## src/rtl/seq_shift_add_mult_pkg.sv

```systemverilog
// Shared constants for the KGP ALU multiplier slice.
// Holds the control-state encodings and the default operand width.
package kgp_alu_pkg;

  localparam int unsigned DEFAULT_WIDTH = 32;

  localparam logic [1:0] ST_IDLE = 2'd0;
  localparam logic [1:0] ST_RUN  = 2'd1;
  localparam logic [1:0] ST_DONE = 2'd2;

endpackage

```

## src/rtl/cla_nbit_adder.sv

```systemverilog
// WIDTH-bit carry-lookahead adder made of chained 4-bit lookahead slices.
// Purely combinational; the carry between slices ripples slice to slice.
module cla_nbit_adder #(
  parameter int WIDTH = 32
) (
  input  logic [WIDTH-1:0] a,
  input  logic [WIDTH-1:0] b,
  input  logic             cin,
  output logic [WIDTH-1:0] sum,
  output logic             cout
);

  localparam int NSLICE = WIDTH / 4;

  logic [NSLICE:0] slice_c_s;

  assign slice_c_s[0] = cin;
  assign cout         = slice_c_s[NSLICE];

  for (genvar i = 0; i < NSLICE; i++) begin : g_slice
    logic [3:0] g_s;
    logic [3:0] p_s;
    logic [4:0] c_s;

    assign g_s = a[4*i +: 4] & b[4*i +: 4];
    assign p_s = a[4*i +: 4] ^ b[4*i +: 4];

    // Every carry is derived from the slice carry-in, not from its neighbour.
    assign c_s[0] = slice_c_s[i];
    assign c_s[1] = g_s[0] | (p_s[0] & c_s[0]);
    assign c_s[2] = g_s[1] | (p_s[1] & g_s[0]) | (p_s[1] & p_s[0] & c_s[0]);
    assign c_s[3] = g_s[2] | (p_s[2] & g_s[1]) | (p_s[2] & p_s[1] & g_s[0])
                  | (p_s[2] & p_s[1] & p_s[0] & c_s[0]);
    assign c_s[4] = g_s[3] | (p_s[3] & g_s[2]) | (p_s[3] & p_s[2] & g_s[1])
                  | (p_s[3] & p_s[2] & p_s[1] & g_s[0])
                  | (p_s[3] & p_s[2] & p_s[1] & p_s[0] & c_s[0]);

    assign sum[4*i +: 4]    = p_s ^ c_s[3:0];
    assign slice_c_s[i + 1] = c_s[4];
  end

endmodule

```

## src/rtl/seq_shift_add_mult.sv

```systemverilog
// Iterative unsigned shift-and-add multiplier: WIDTH iterations per product,
// start/busy/done handshake, one shared CLA for the accumulate step.
module seq_shift_add_mult
  import kgp_alu_pkg::*;
#(
  parameter int WIDTH = DEFAULT_WIDTH
) (
  input  logic                 clk,
  input  logic                 rst_n,
  input  logic                 start,
  input  logic [WIDTH-1:0]     a,
  input  logic [WIDTH-1:0]     b,
  output logic                 busy,
  output logic                 done,
  output logic [2*WIDTH-1:0]   product
);

  localparam int CW = $clog2(WIDTH + 1);
  localparam logic [CW-1:0] CNT_ONE  = {{(CW-1){1'b0}}, 1'b1};
  localparam logic [CW-1:0] CNT_LOAD = CW'(WIDTH);

  logic [1:0]         state_r;
  logic [1:0]         next_state_s;
  logic [CW-1:0]      cnt_r;
  logic [WIDTH-1:0]   mcand_r;
  logic [2*WIDTH-1:0] acc_r;
  logic               busy_r;
  logic               done_r;
  logic               accept_s;
  logic [WIDTH-1:0]   addend_s;
  logic [WIDTH-1:0]   sum_s;
  logic               carry_s;

  assign accept_s = start && ((state_r == ST_IDLE) || (state_r == ST_DONE));
  assign addend_s = acc_r[0] ? mcand_r : {WIDTH{1'b0}};

  cla_nbit_adder #(.WIDTH(WIDTH)) u_cla (
    .a    (acc_r[2*WIDTH-1:WIDTH]),
    .b    (addend_s),
    .cin  (1'b0),
    .sum  (sum_s),
    .cout (carry_s)
  );

  // Next-state selection; the unused encoding falls back to IDLE.
  always_comb begin
    next_state_s = ST_IDLE;
    case (state_r)
      ST_IDLE: begin
        if (accept_s) next_state_s = ST_RUN;
        else          next_state_s = ST_IDLE;
      end
      ST_RUN: begin
        if (cnt_r == CNT_ONE) next_state_s = ST_DONE;
        else                  next_state_s = ST_RUN;
      end
      ST_DONE: begin
        if (accept_s) next_state_s = ST_RUN;
        else          next_state_s = ST_IDLE;
      end
      default: next_state_s = ST_IDLE;
    endcase
  end

  // State plus handshake flags, registered from the next state.
  always_ff @(posedge clk or negedge rst_n) begin
    if (!rst_n) begin
      state_r <= ST_IDLE;
      busy_r  <= 1'b0;
      done_r  <= 1'b0;
    end else begin
      state_r <= next_state_s;
      busy_r  <= (next_state_s == ST_RUN);
      done_r  <= (next_state_s == ST_DONE);
    end
  end

  // Operand capture and one shift-add iteration per RUN cycle.
  always_ff @(posedge clk or negedge rst_n) begin
    if (!rst_n) begin
      mcand_r <= {WIDTH{1'b0}};
      acc_r   <= {(2*WIDTH){1'b0}};
      cnt_r   <= {CW{1'b0}};
    end else if (accept_s) begin
      mcand_r <= a;
      acc_r   <= {{WIDTH{1'b0}}, b};
      cnt_r   <= CNT_LOAD;
    end else if (state_r == ST_RUN) begin
      // Carry-out re-enters at the MSB so the full product is kept.
      acc_r   <= {carry_s, sum_s, acc_r[WIDTH-1:1]};
      cnt_r   <= cnt_r - CNT_ONE;
    end else begin
      mcand_r <= mcand_r;
      acc_r   <= acc_r;
      cnt_r   <= cnt_r;
    end
  end

  assign busy    = busy_r;
  assign done    = done_r;
  assign product = acc_r;

endmodule

```

## config.mk

```make
export PLATFORM = sky130hd
export DESIGN_NAME = seq_shift_add_mult
export DESIGN_NICKNAME = d
export VERILOG_FILES = /design/src/rtl/seq_shift_add_mult_pkg.sv /design/src/rtl/cla_nbit_adder.sv /design/src/rtl/seq_shift_add_mult.sv
export SDC_FILE = /design/constraint.sdc
export NUM_CORES = 1
export LEC_CHECK = 0
export ABC_AREA = 0
export BUFFER_PORTS_ARGS = -buffer_cell sky130_fd_sc_hd__buf_2
export CORE_UTILIZATION = 38
export DETAILED_ROUTE_END_ITERATION = 16
export MAX_ROUTING_LAYER = met4
export SLEW_MARGIN = 20
export SYNTH_ARGS = -nofsm -noshare
export SYNTH_HDL_FRONTEND = slang
export SYNTH_SLANG_ARGS = --single-unit
```

## constraint.sdc

```tcl
create_clock -name clk -period 6.1 [get_ports clk]
set_clock_uncertainty 0.15 [all_clocks]
set_input_delay 0.61 -clock clk [delete_from_list [all_inputs] [get_ports clk]]
set_output_delay 0.61 -clock clk [all_outputs]
set_load 0.05 [all_outputs]
```

==> flow_metrics.tcl <==
set metrics [dict create \
    dp_hpwl_um 9100 \
    clk_pin_slew_worst_paths_ps 70 \
    core_um2 14000 \
    fin_nets 824 \
    synth-main-ff-cell "dfrtp_1" \
    fmax_mhz 260 \
    clk_latency_ps 350 \
    worstMarginPinSlew_ps 936 \
    r2r_slack_ps 2250 \
    gr-total-overflow 0 \
    final_area_um2 6730 \
    drv_slew 0 \
    maxSlewHeadroom_pct 37.6 \
    rsz0062_at_grt "no" \
    status "finished clean" \
    leakage_nw 3.50 \
    setup_tns_ps 0 \
    root_buffer "clkbuf_16" \
    avgRoutedWirePerCell_um 14.7 \
    vias 4552 \
    synth_area_per_cell_um2 9.35 \
    diodes 0 \
    grt_max_degree 83 \
    p_per_area_nw_per_um2 540 \
    syn_nets 703 \
    r2r_cells 12 \
    cts.sinks 106 \
    cp-end-kind "register" \
    drive_gt1_share_pct 22.6 \
    postSynthCellCount 594 \
    n_fill_cell 1391 \
    irDropWorstVdd_v 0.000279 \
    drt_wl_total_um 13200 \
    place_area_um2 6400 \
    layout.area.seq_um2 2650 \
    cts_made_buffers 9 \
    die_x_um 123 \
    synth.cell_area_um2 5550 \
    cts_max_level 3 \
    grt_pass1_vias 4596 \
    critPathLaunch "product[0]" \
    multi_input_area_um2 2790 \
    fin_crit_sh_pct 63.1 \
    crit_type "register to register" \
    viasPerCell 5.06 \
    grt_pass1_wl_um 21900 \
    synth_edf_count 0 \
    seq_area_frac_synth_pct 47.8 \
    ant_nets 0 \
    dieArea_um2 15100 \
    port_buffers 132 \
    cts_setup_buffers 0 \
    cts_tree "built" \
    rows 43 \
    finalSetupViolations 0 \
    place_congestion 0.837 \
    cp.arrival_ps 3940 \
    ys_ff_latch 106 \
    ys_warn_count 0 \
    drc 0 \
    drtPass1Iterations 4 \
    r2r-end "product[47]" \
    worstPathRequired_ps 6190 \
    grt_usage_pct 19.2 \
    endpoint "product[47]" \
    async_reset_ff_share_pct 100 \
    drtIter0Drc 322 \
    hold_class "input port to register" \
    worstPathMaxFanout 34 \
    crit_path_start_kind "register" \
    ctsResizeCount 0 \
    grt_antenna_before_repair 0 \
    r2r_start "product[0]" \
    num_io_pins 133 \
    yosysUniqueCellTypes 44 \
    min_period_ps 3850 \
    die_h_um 123 \
    finalHoldViolCount 0 \
    initial_core_util_pct 39.5 \
    syn_to_final_growth_pct 21.1 \
    clockBufferDepth 2 \
    drv_cap 0 \
]
## what timing repair did
action	CTS	global route
endpoints found under the hold margin	3	0
setup endpoints to repair	0	0
hold buffers	1	0
## cells by family (layout without fill, tap and decap cells)
| family | count (synthesis) | in the layout | share of synthesized area, % |
|---|---|---|---|
| buffers and inverters | 36 | 162 | 2.43 |
| XOR/XNOR | 22 | 22 | 3.47 |
| adder cells (fa/ha/maj) | 42 | 42 | 10.5 |
| AO/OA/AOI/OAI | 114 | 114 | 14.7 |
| AND/OR/NAND/NOR | 274 | 274 | 21.1 |
| flip-flops | 106 | 106 | 47.8 |
## cells in the mapped netlist (all sizes together) (2+ instances only)
cell type  count  area (um2)
and3           3        18.8
a211oi         3        22.5
nand2        204         766
a22oi         33         262
a22o           9        78.8
a31oi          2        27.5
nand3          9        45.0
o21ai         32         164
xor2          12         105
a21oi         16        95.1
fa             8         160
dfrtp        106        2650
nand2b         2        12.5
nor2          11        41.3
nand4          3        18.8
nor2b          5        31.3
xnor2         10        87.6
o21bai         2        15.0
inv            7        26.3
clkbuf        28         105
ha            34         425
a21o           9        67.6
and2          31         194
## placed cells by master, fill, tap and decap left out, drive strengths merged, types with 3 or more instances in the layout
master | netlist | layout
xnor2 | 10 | 10
buf | 1 | 138
a211oi | 3 | 3
fa | 8 | 8
nand2 | 204 | 204
nand3 | 9 | 9
and3 | 3 | 3
o21ai | 32 | 32
xor2 | 12 | 12
and2 | 31 | 31
ha | 34 | 34
nor2b | 5 | 5
a21oi | 16 | 16
nand4 | 3 | 3
inv | 7 | 8
a22o | 9 | 9
clkbuf | 28 | 11
nor2 | 11 | 11
a21o | 9 | 9
a22oi | 33 | 33
dfrtp | 106 | 106
## flip-flops by register name, summed over array words and instances (netlist names)
name and flops:
mcand_r 32, done 1, state_r 2, product 64
busy 1, cnt_r 6
## area by class of cell
| class | count | area share (%) |
|---|---|---|
| Multi-Input combinational cell | 452 | 41.4 |
| Sequential cell | 106 | 39.4 |
| Timing Repair Buffer | 139 | 10.7 |
| Clock inverter | 5 | 0.893 |
| Tap cell | 180 | 3.35 |
| Inverter | 7 | 0.391 |
| Clock buffer | 11 | 3.76 |
## metal layers
metal	routed length [um]	vias up	share of wire, %	track usage (%)
met1	5760	2206	44	23.6
met4	162	0	1.2	5.56
met2	6710	94	51	31.9
met3	559	11	4.2	3.90
li1	-	2241	-	-
met5	0	-	0	-
## worst max-delay path, stage by stage (launching register included)
cell and delay [ps]:
dfrtp_1 960, and2_1 240, ha_1 280, a21o_1 200, a221o_1 380, a22oi_4 240, nand2_1 70, nand2_1 70
nand2_1 80, a21o_1 210, a21o_1 190, fa_1 450, a22o_1 210
## power by group
part / total, W / leakage (nW) / internal (W) / switching, W
registers: 0.00117 / 1.28 / 0.000937 / 0.000236
clock network: 0.000603 / 0.152 / 0.000342 / 0.000261
logic: 0.00185 / 2.07 / 0.000567 / 0.00129
## through the flow
step                      setup WS (ps)  cells  util [%]  hold slack, ps  power, W
final                              2250    900      47.9             294   0.00363
after global routing               1960    900      47.9             293   0.00388
after CTS                          2220    900      47.9             286   0.00367
after detailed placement           2250    883      45.6             307   0.00305
after global placement             2330    883      45.6             307   0.00301
after floorplan                    2530    594         -             164   0.00258
## worst min-delay path by stage
stage               slack, ps  depth (start not counted)          end         from
floorplan                 160                          0         busy        rst_n
global placement          310                          2   mcand_r[3]   mcand_r[3]
detailed placement        310                          2  mcand_r[22]  mcand_r[22]
CTS                       290                          3  mcand_r[24]        a[24]
global route              290                          3  mcand_r[26]        a[26]
finish                    290                          3  mcand_r[25]        a[25]
No activity file was read; power rests on OpenSTA's default activity.
